===== src/rtl/fetch_unit.sv =====
// fetch_unit: instruction fetch stage with a prefetch queue.
//
// Issues word-aligned requests to instruction memory over a valid/ready
// request channel. Responses come back in order. Up to DEPTH instructions
// are held in a FIFO of {pc, ins} pairs. Queued entries plus outstanding
// requests never exceed DEPTH, so a push never finds the queue full.
// A redirect (taken branch/jump) empties the queue and marks every response
// still in flight to be dropped.
//
// Parameters:
//   DEPTH    : credit limit (queued + outstanding). Power of two, >= 2.
//   RESET_PC : first fetch address after reset (word-aligned).
//
// Ports:
//   clk, rst_n                       clock, async active-low reset
//   redirect_valid, redirect_pc      flush and refetch from redirect_pc & ~3
//   imem_req_valid/_addr/_ready      fetch request channel
//   imem_rsp_valid/_data             in-order fetch responses
//   ins_valid, ins, pc_out           queue head presented to decode
//   ins_ready                        decode consumes the head this cycle
//
// Optional feature: define FETCH_BYPASS_EN to forward a kept response
// straight to ins/pc_out when the queue is empty (zero-cycle latency).
// Without it, ins/pc_out always come from the queue registers.

module fetch_unit #(
    parameter int          DEPTH    = 4,
    parameter logic [31:0] RESET_PC = 32'h0000_0000
) (
    input  logic        clk,
    input  logic        rst_n,
    input  logic        redirect_valid,
    input  logic [31:0] redirect_pc,
    output logic        imem_req_valid,
    output logic [31:0] imem_req_addr,
    input  logic        imem_req_ready,
    input  logic        imem_rsp_valid,
    input  logic [31:0] imem_rsp_data,
    output logic        ins_valid,
    output logic [31:0] ins,
    output logic [31:0] pc_out,
    input  logic        ins_ready
);

    localparam int          CW     = $clog2(DEPTH + 1);
    localparam int          PW     = $clog2(DEPTH);
    localparam logic [CW:0] CREDIT = (CW + 1)'(DEPTH);

    // run_q holds request issue off while reset is asserted; it sets on the
    // first clock edge after reset is released.
    logic          run_q, run_d;
    logic [31:0]   fetch_pc_q, fetch_pc_d;
    logic [31:0]   rsp_pc_q, rsp_pc_d;
    logic [CW-1:0] inflight_q, inflight_d;
    logic [CW-1:0] discard_q, discard_d;
    logic [CW-1:0] count_q, count_d;
    logic [PW-1:0] head_q, head_d;
    logic [PW-1:0] tail_q, tail_d;
    logic [31:0]   pc_mem_q  [DEPTH];
    logic [31:0]   ins_mem_q [DEPTH];

    logic          req_fire;
    logic          rsp_fire;
    logic          keep;
    logic          bypass;
    logic          pop_fire;
    logic          deq;
    logic          push;
    logic [CW:0]   occupancy;
    logic [31:0]   redirect_base;

    always_comb begin
        occupancy      = {1'b0, count_q} + {1'b0, inflight_q};
        imem_req_valid = run_q && (occupancy < CREDIT) && !redirect_valid;
        imem_req_addr  = fetch_pc_q;
        req_fire       = imem_req_valid && imem_req_ready;
        // A response with nothing outstanding is a protocol error; ignore it.
        rsp_fire       = imem_rsp_valid && (inflight_q != '0);
        keep           = rsp_fire && (discard_q == '0) && !redirect_valid;
`ifdef FETCH_BYPASS_EN
        bypass         = keep && (count_q == '0);
`else
        bypass         = 1'b0;
`endif
        ins_valid      = (count_q != '0) || bypass;
        if (bypass) begin
            ins    = imem_rsp_data;
            pc_out = rsp_pc_q;
        end else begin
            ins    = ins_mem_q[head_q];
            pc_out = pc_mem_q[head_q];
        end
        pop_fire       = ins_valid && ins_ready && !redirect_valid;
        deq            = pop_fire && (count_q != '0);
        // A bypassed response consumed this cycle never enters the queue.
        push           = keep && !(bypass && ins_ready);
        redirect_base  = redirect_pc & 32'hFFFF_FFFC;

        run_d      = 1'b1;
        fetch_pc_d = fetch_pc_q;
        rsp_pc_d   = rsp_pc_q;
        inflight_d = inflight_q + CW'(req_fire) - CW'(rsp_fire);
        discard_d  = discard_q;
        count_d    = count_q;
        head_d     = head_q;
        tail_d     = tail_q;

        if (redirect_valid) begin
            fetch_pc_d = redirect_base;
            rsp_pc_d   = redirect_base;
            // No request issues in a redirect cycle, so this equals the
            // outstanding count after any response arriving now.
            discard_d  = inflight_d;
            count_d    = '0;
            head_d     = '0;
            tail_d     = '0;
        end else begin
            if (req_fire) begin
                fetch_pc_d = fetch_pc_q + 32'd4;
            end
            if (keep) begin
                rsp_pc_d = rsp_pc_q + 32'd4;
            end
            if (rsp_fire && (discard_q != '0)) begin
                discard_d = discard_q - 1'b1;
            end
            count_d = count_q + CW'(push) - CW'(deq);
            head_d  = head_q + PW'(deq);
            tail_d  = tail_q + PW'(push);
        end
    end

    always_ff @(posedge clk or negedge rst_n) begin
        if (!rst_n) begin
            run_q      <= 1'b0;
            fetch_pc_q <= RESET_PC;
            rsp_pc_q   <= RESET_PC;
            inflight_q <= '0;
            discard_q  <= '0;
            count_q    <= '0;
            head_q     <= '0;
            tail_q     <= '0;
            for (int i = 0; i < DEPTH; i++) begin
                pc_mem_q[i]  <= '0;
                ins_mem_q[i] <= '0;
            end
        end else begin
            run_q      <= run_d;
            fetch_pc_q <= fetch_pc_d;
            rsp_pc_q   <= rsp_pc_d;
            inflight_q <= inflight_d;
            discard_q  <= discard_d;
            count_q    <= count_d;
            head_q     <= head_d;
            tail_q     <= tail_d;
            if (push) begin
                pc_mem_q[tail_q]  <= rsp_pc_q;
                ins_mem_q[tail_q] <= imem_rsp_data;
            end
        end
    end

endmodule


===== config.mk =====
export PLATFORM = sky130hd
export DESIGN_NAME = fetch_unit
export DESIGN_NICKNAME = d
export VERILOG_FILES = /design/src/rtl/fetch_unit.sv
export SDC_FILE = /design/constraint.sdc
export NUM_CORES = 1
export LEC_CHECK = 0
export CAP_MARGIN = 30
export CORE_ASPECT_RATIO = 1.4
export CORE_MARGIN = 4
export CORE_UTILIZATION = 35
export DETAILED_ROUTE_END_ITERATION = 8
export PLACE_DENSITY = 0.63
export SYNTH_ARGS = -nofsm -noshare
export SYNTH_HDL_FRONTEND = slang
export SYNTH_SLANG_ARGS = --single-unit

===== constraint.sdc =====
create_clock -name clk -period 6.9 [get_ports clk]
set_input_delay 1.38 -clock clk [delete_from_list [all_inputs] [get_ports clk]]
set_output_delay 1.38 -clock clk [all_outputs]
set_load 0.1 [all_outputs]

* Yosys cells after proc, flatten, opt, wreduce, memory -nomap -nowiden *
Cells that the tools add are included.

storage, ports and cells
  flip-flop bits (word level) = 334
  bits of input ports = 70
  logic and storage cells = 70

operators by class
  add/sub/neg operators = 10
  order comparisons = 4
  multiplexer cells = 19
  bitwise gates (word level) = 2
  reductions and logical operators = 19

operators by type and width
  cell                                                                          number
  32-bit 2-to-1 mux                                                             9
  128-bit bitwise mux                                                           2
  32-bit binary-select mux with 2-bit select                                    2
  32-bit by 3-bit adder with 32-bit output, second input constant               2
  32-bit demux with 2-bit select                                                1
  1-bit logical AND                                                             11
  3-bit 2-to-1 mux                                                              3
  3-bit nonzero test                                                            3
  3-bit by 1-bit adder with 3-bit output                                        2
  3-bit >= comparator, second input constant                                    2
  2-bit NOT with 3-bit output                                                   2
  2-bit nonzero test                                                            3
  3-bit by 1-bit subtractor with 3-bit output                                   2
  2-bit by 1-bit adder with 2-bit output                                        2
  3-bit by 3-bit adder with 4-bit output                                        1
  4-bit by 3-bit less-than comparator with 1-bit output, second input constant  1
  2-bit 2-to-1 mux                                                              2
  3-bit zero test                                                               1
  3-bit by 1-bit less-than comparator with 1-bit output, second input constant  1
  3-bit by 1-bit subtractor with 3-bit output, second input constant            1
  1-bit zero test                                                               1

* Longest topological paths before layout *
Gate-level depths: netlist of the first run.

  depth in word-level cells = 8
  depth in mapped cells = 15
  gate-level depth less buffers = 13

* Least setup slack after synthesis of the first run *
Ideal clock, no wire load.

  path type = input to output
  from = input redirect_valid
  to = output imem_req_valid
  arrival = 2524 ps
  slack = 2996 ps
  cell stages on the path = 3
  cells stage by stage = buf_2 -> nor3b_1 -> and3_1

on the way
  longest elaborated chain between the ends = 2

RTL lines
  element            RTL line  text
  start, declared    32        input logic redirect_valid,
  1-bit zero test    74        imem_req_valid = run_q && (occupancy < CREDIT) && !redirect_valid;
  1-bit logical AND  74
  end, declared      34        output logic imem_req_valid,

No other way between the ends.

* Worst setup path after layout of the first run *
  from = register head_q[1]
  to = output pc_out[2]

on the way
  longest elaborated chain between the ends = 4

RTL lines
  element                                                RTL line  text
  start, declared                                        57        logic [PW-1:0] head_q, head_d;
  start signal, assigned                                 141       head_q <= '0;
  start signal, assigned                                 154       head_q <= head_d;
  2-bit NOT with 3-bit output (not written as such)      91        pc_out = pc_mem_q[head_q];
  32-bit binary-select mux with 2-bit select             91
  32-bit 2-to-1 mux (not written as such) (2 in series)  91
  end, declared                                          41        output logic [31:0] pc_out,

No other way between the ends. The select of a mux whose other input is x is not followed.

==> flow_summary.toml, run 1 <==
[sta]
period_share_pct = 72.0
max-slew-margin-rel_pct = 30.2
max_freq_mhz = 201
setup_tns_ns = 0
maxSlewViolCount = 0
finalCriticalPeriod_ns = 4.97
setup_viol = 0
tightest_slew_ns = 1.04
rsz0062_at_grt = "no"
finClkSkew_ns = 0.0126
hold_violations = 0
hold_slack_ns = 0.478

[grt]
grt_pass1_vias = 10055
antenna_found_initial = 0
grt_max_degree = 133
grtUsageTotal_pct = 15.4
grt_pass1_wl_um = 57300
grt_overflow = 0

[synth]
yosys_most_used_dff = "dfrtp_1"
ys_warn_count = 0
ys_ff_latch = 322
synth-edff-count = 0
synthDistinctLibCells = 56
synth_cells = 1042
ys_seq_area_share_pct = 53.0
syn_area_um2 = 15200
avgSynthCellArea_um2 = 14.6
async_reset_ff_share_pct = 100

[clock_network]
htree_levels = 2
cts_setup_buffers = 0
clkSinkCount = 322
clock_latency_ns = 0.52
clkTransAtPathRegs_ns = 0.06
cts_tree = "built"
hold_buffers = 0
post_cts_resized = 0
clock_path_buffers = 3
clock-root-buffer = "clkbuf_16"
numCtsBuffers = 36

[setup_path]
slowest_stage = "clkdlybuf4s50_1"
cp_top_family = "buffers and inverters"
cp_max_fo = 42
endpoint_kind = "primary output"
start_kind = "register"
worst-setup-path-type = "register to primary output"
critPathArrivalTime_ns = 3.59
slowest_delay_ns = 1.15
worstPathRequired_ns = 5.52
path_buf_inv = 2
cp_cell_sequence = "buf_4, mux4_2, clkdlybuf4s50_1"

[placed_design]
dp.cells = 1713
port_buffers = 161
place_hpwl_um = 22900
gp_congestion = 0.769

[drt]
firstDrtPassIters = 4
routedLengthMet1_um = 15000
ant_nets = 0
drc = 0
avgViaCountPerCell = 5.19
top_layer_used = "met4"
drt_wl_total_um = 35600
vias = 9213
drt_iter0_drc = 345
met3_length_um = 1480
wl_met2_um = 18400
wire_per_inst_um = 20.1

[layout]
nets = 1283
areaGrowthSynthToFinish_pct = 23.2
final_common_cell = "dfrtp_1"
finish.utilization_pct = 43.6
final_cell_mix = "dfrtp_1, mux2_2, clkdlybuf4s50_1, mux4_2, mux2_4"
diodes = 0
fin_cells = 1776
n_fill_cell = 3901
final_layout_size_suffix_gt1_share_pct = 33.9

[die]
core_region_area_um2 = 43000
rows = 90
die_h_um = 255
io_pins = 168
die_area_um2 = 46900
initial_core_util_pct = 35.4
die_w_um = 184

[power_and_ir_drop]
power.density_nw_per_um2 = 419
leakagePower_nw = 8.49
irDropWorstVdd_mv = 0.224
power_mw = 7.85

[run]
cap_violations = 0

[worst_hold_path]
min_path_type = "register to register"

[run_status]
status = "completed"
final timing paths:
path | startpoint | endpoint | slack (ns) | cells after the start
worst max-delay path | head_q[1] | pc_out[2] | 1.93 | 3
worst min-delay path | ins_mem_q[37] | ins_mem_q[37] | 0.48 | 1
worst max register to register | inflight_q[2] | discard_q[2] | 3.74 | 14
worst min register to register | ins_mem_q[37] | ins_mem_q[37] | 0.48 | 1
max in group asynchronous | rst_n | ins_mem_q[60] | 4.43 | 2
min in group asynchronous | rst_n | imem_req_addr[29] | 0.95 | 1
layout make-up:
class / count / area (um^2) / share of cell area (%)
Clock buffer: 52 / 1070 / 5.72
Clock inverter: 11 / 138 / 0.735
Inverter: 18 / 67.6 / 0.361
Multi-Input combinational cell: 633 / 6640 / 35.4
Sequential cell: 322 / 8060 / 43.0
Tap cell: 552 / 691 / 3.69
Timing Repair Buffer: 188 / 2070 / 11.1
cell usage after synthesis, types with 2 or more instances:
master	n	area [um^2]
dfrtp_1	322	8060
mux2_2	202	2270
mux4_2	62	1400
mux2_4	56	841
nand2_1	36	135
nand3_1	29	145
nor2_1	27	101
buf_2	26	130
xnor2_1	26	228
o21ai_0	22	110
xor2_1	21	184
clkbuf_1	18	67.6
nand4_1	18	113
inv_1	17	63.8
and3_1	13	81.3
ha_1	12	150
a21boi_0	10	75.1
nor3_1	10	50.1
buf_6	9	101
mux2i_1	8	80.1
o211ai_1	8	60.1
and4_1	7	61.3
nand2b_1	7	43.8
buf_1	6	22.5
o311ai_0	6	52.6
buf_12	5	100
buf_4	5	37.5
a21oi_1	4	20.0
a31oi_1	4	25.0
and2_1	4	25.0
mux2_1	4	45.0
nor4_1	4	25.0
clkbuf_2	3	15.0
nor2b_1	3	18.8
or3_1	3	18.8
a41oi_1	2	17.5
conb_1	2	7.51
fa_1	2	40.0
nor3b_1	2	15.0
kinds of logic (layout without fill, tap and decap cells):
kind of cell	Yosys count	after routing	share of synthesized area, %
other cells	2	5	0.0494
mux	332	332	30.5
fa+ha+maj	14	14	1.25
compound gates	63	63	2.76
flops	322	322	53.0
simple gates	172	172	6.21
buf+inv	90	269	3.56
xor+xnor	47	47	2.71
through the flow:
stage | cell area [um^2] | setup WS, ns
CTS | 18700 | 1.84
global route | 18700 | 1.81
global placement | 17200 | 1.99
detailed placement | 17500 | 2.36
finish | 18700 | 1.93
floorplan | 15200 | 3.00
sequential cells by signal, indices dropped and copies added, names as in the netlist:
register	count
count_q	3
head_q	2
discard_q	3
imem_req_addr	30
run_q	1
inflight_q	3
pc_mem_q	120
tail_q	2
rsp_pc_q	30
ins_mem_q	128
layer usage:
metal | vias to the layer above | GRT usage [%]
met3 | 44 | 2.53
met5 | - | 0
li1 | 4121 | -
met2 | 199 | 27.4
met4 | 0 | 3.80
met1 | 4849 | 19.6
where the power goes:
| part | internal, mW | switching [mW] | leakage (nW) |
|---|---|---|---|
| sequential | 2.19 | 0.242 | 4.24 |
| combinational | 1.21 | 2.25 | 3.66 |
| clock | 1.19 | 0.771 | 0.590 |
| total | 4.59 | 3.26 | 8.49 |
No activity file was read; power rests on OpenSTA's default activity.
==> inputs of run 2 (changes only) <==
Clock period 6.9 ns to 4.9 ns, I/O delays scaled along.
==> flow_summary.toml, run 2 (synthesis gave the netlist of run 1 again) <==
[clock_network]
clkSinkCount = 322
cts_setup_buffers = 0
clock-root-buffer = "clkbuf_16"
clock_path_buffers = 3
post_cts_resized = 0
clock_latency_ns = 0.53
cts_tree = "built"
hold_buffers = 0
clkTransAtPathRegs_ns = 0.07
htree_levels = 2
numCtsBuffers = 37

[drt]
ant_nets = 0
drt_wl_total_um = 36100
drt_iter0_drc = 478
firstDrtPassIters = 5
wire_per_inst_um = 20.3
avgViaCountPerCell = 5.16
vias = 9152
drc = 0

[die]
die_h_um = 255
initial_core_util_pct = 35.4
io_pins = 168
rows = 90
die_w_um = 184
core_region_area_um2 = 43000
die_area_um2 = 46900

[grt]
grt_pass1_wl_um = 56800
grt_overflow = 0
antenna_found_initial = 1
grt_max_degree = 107
grt_pass1_vias = 9684
grtUsageTotal_pct = 15.4

[run_status]
status = "completed"

[layout]
diodes = 0
multi_input_comb_area_um2 = 6640
fin_area_um2 = 18700
regMostFlops = "ins_mem_q"
final_layout_size_suffix_gt1_share_pct = 36.3
final_common_cell = "dfrtp_1"
areaGrowthSynthToFinish_pct = 22.8
seqCellArea_um2 = 8060
n_fill_cell = 3931
largest_register_ffs = 128
nets = 1279
final_cell_mix = "dfrtp_1, mux2_2, clkdlybuf4s50_1, mux4_2, mux2_4"
reg_top3 = "ins_mem_q (128), pc_mem_q (120)"

[placed_design]
gp_congestion = 0.795
port_buffers = 161
place_hpwl_um = 23200
dpl-instance-area_um2 = 17300

[sta]
setup_viol = 0
hold_violations = 0
maxSlewViolCount = 0
finClkSkew_ns = 0.0221
finalCriticalPeriod_ns = 4.16
hold_slack_ns = 0.436
setup_tns_ns = 0
rsz0062_at_grt = "no"
max-slew-margin-rel_pct = 25.9
max_freq_mhz = 240
tightest_slew_ns = 1.10
period_share_pct = 84.9

[setup_path]
endpoint_kind = "primary output"
worst-setup-path-type = "register to primary output"
slowest_delay_ns = 0.99
worstPathRequired_ns = 3.92
cp_max_fo = 25
start_kind = "register"
path_buf_inv = 2
cp_cell_sequence = "buf_4, mux4_2, clkdlybuf4s50_1"
slowest_stage = "clkdlybuf4s50_1"
critPathArrivalTime_ns = 3.18
cp_top_family = "buffers and inverters"

[run]
cap_violations = 0

[power_and_ir_drop]
power.density_nw_per_um2 = 594
power_mw = 11.1
irDropWorstVdd_mv = 0.313
leakagePower_nw = 8.52

[worst_hold_path]
min_path_type = "input port to asynchronous set/reset pin"
==> run 2: cell count changes in the layout (fill, tap and decap cells not counted), sizes merged <==
| cell | previous run | this run |
|---|---|---|
| clkinv | 5 | 7 |
| clkdlybuf4s50 | 159 | 131 |
| bufinv | 3 | 6 |
| clkinvlp | 3 | 4 |
| clkbuf | 52 | 49 |
| buf | 29 | 52 |
| inv | 18 | 19 |
==> run 2: per-layer routing <==
layer | global-route usage, % | vias to the layer above | wire length (um)
li1 | - | 4118 | -
met1 | 20.1 | 4746 | 15400
met2 | 26.5 | 222 | 18300
met3 | 2.47 | 64 | 1510
met4 | 4.21 | 2 | 821
met5 | 0 | - | 14
==> run 2: worst paths after layout <==
path / cells past startpoint / end / start / slack (ns)
worst max-delay path: 3 / ins[3] / head_q[0] / 0.74
worst min-delay path: 1 / imem_req_addr[21] / rst_n / 0.44
worst max register to register: 14 / discard_q[2] / inflight_q[2] / 1.73
worst min register to register: 1 / ins_mem_q[45] / ins_mem_q[45] / 0.49
max in group asynchronous: 2 / ins_mem_q[111] / rst_n / 3.28
min in group clk: 1 / ins_mem_q[45] / ins_mem_q[45] / 0.49
==> run 2: stage by stage <==
step / util (%) / cells / setup slack (ns)
floorplan: - / 1045 / 1.64
global placement: 39.9 / 1702 / 1.16
detailed placement: 40.3 / 1708 / 1.15
CTS: 43.4 / 1775 / 0.618
global route: 43.4 / 1775 / 0.585
finish: 43.4 / 1775 / 0.741
==> run 2: area by class of cell <==
cell class | instances | area share, %
Timing Repair Buffer | 183 | 10.0
Clock buffer | 49 | 5.75
Inverter | 18 | 0.362
Clock inverter | 18 | 1.44
Multi-Input combinational cell | 633 | 35.5
Sequential cell | 322 | 43.2
Tap cell | 552 | 3.70
==> run 2: report_power, final <==
group / internal, mW / total [mW] / leakage (nW) / switching [mW]
sequential: 3.08 / 3.41 / 4.24 / 0.335
combinational: 1.52 / 4.68 / 3.64 / 3.16
clock: 1.87 / 3.01 / 0.649 / 1.14
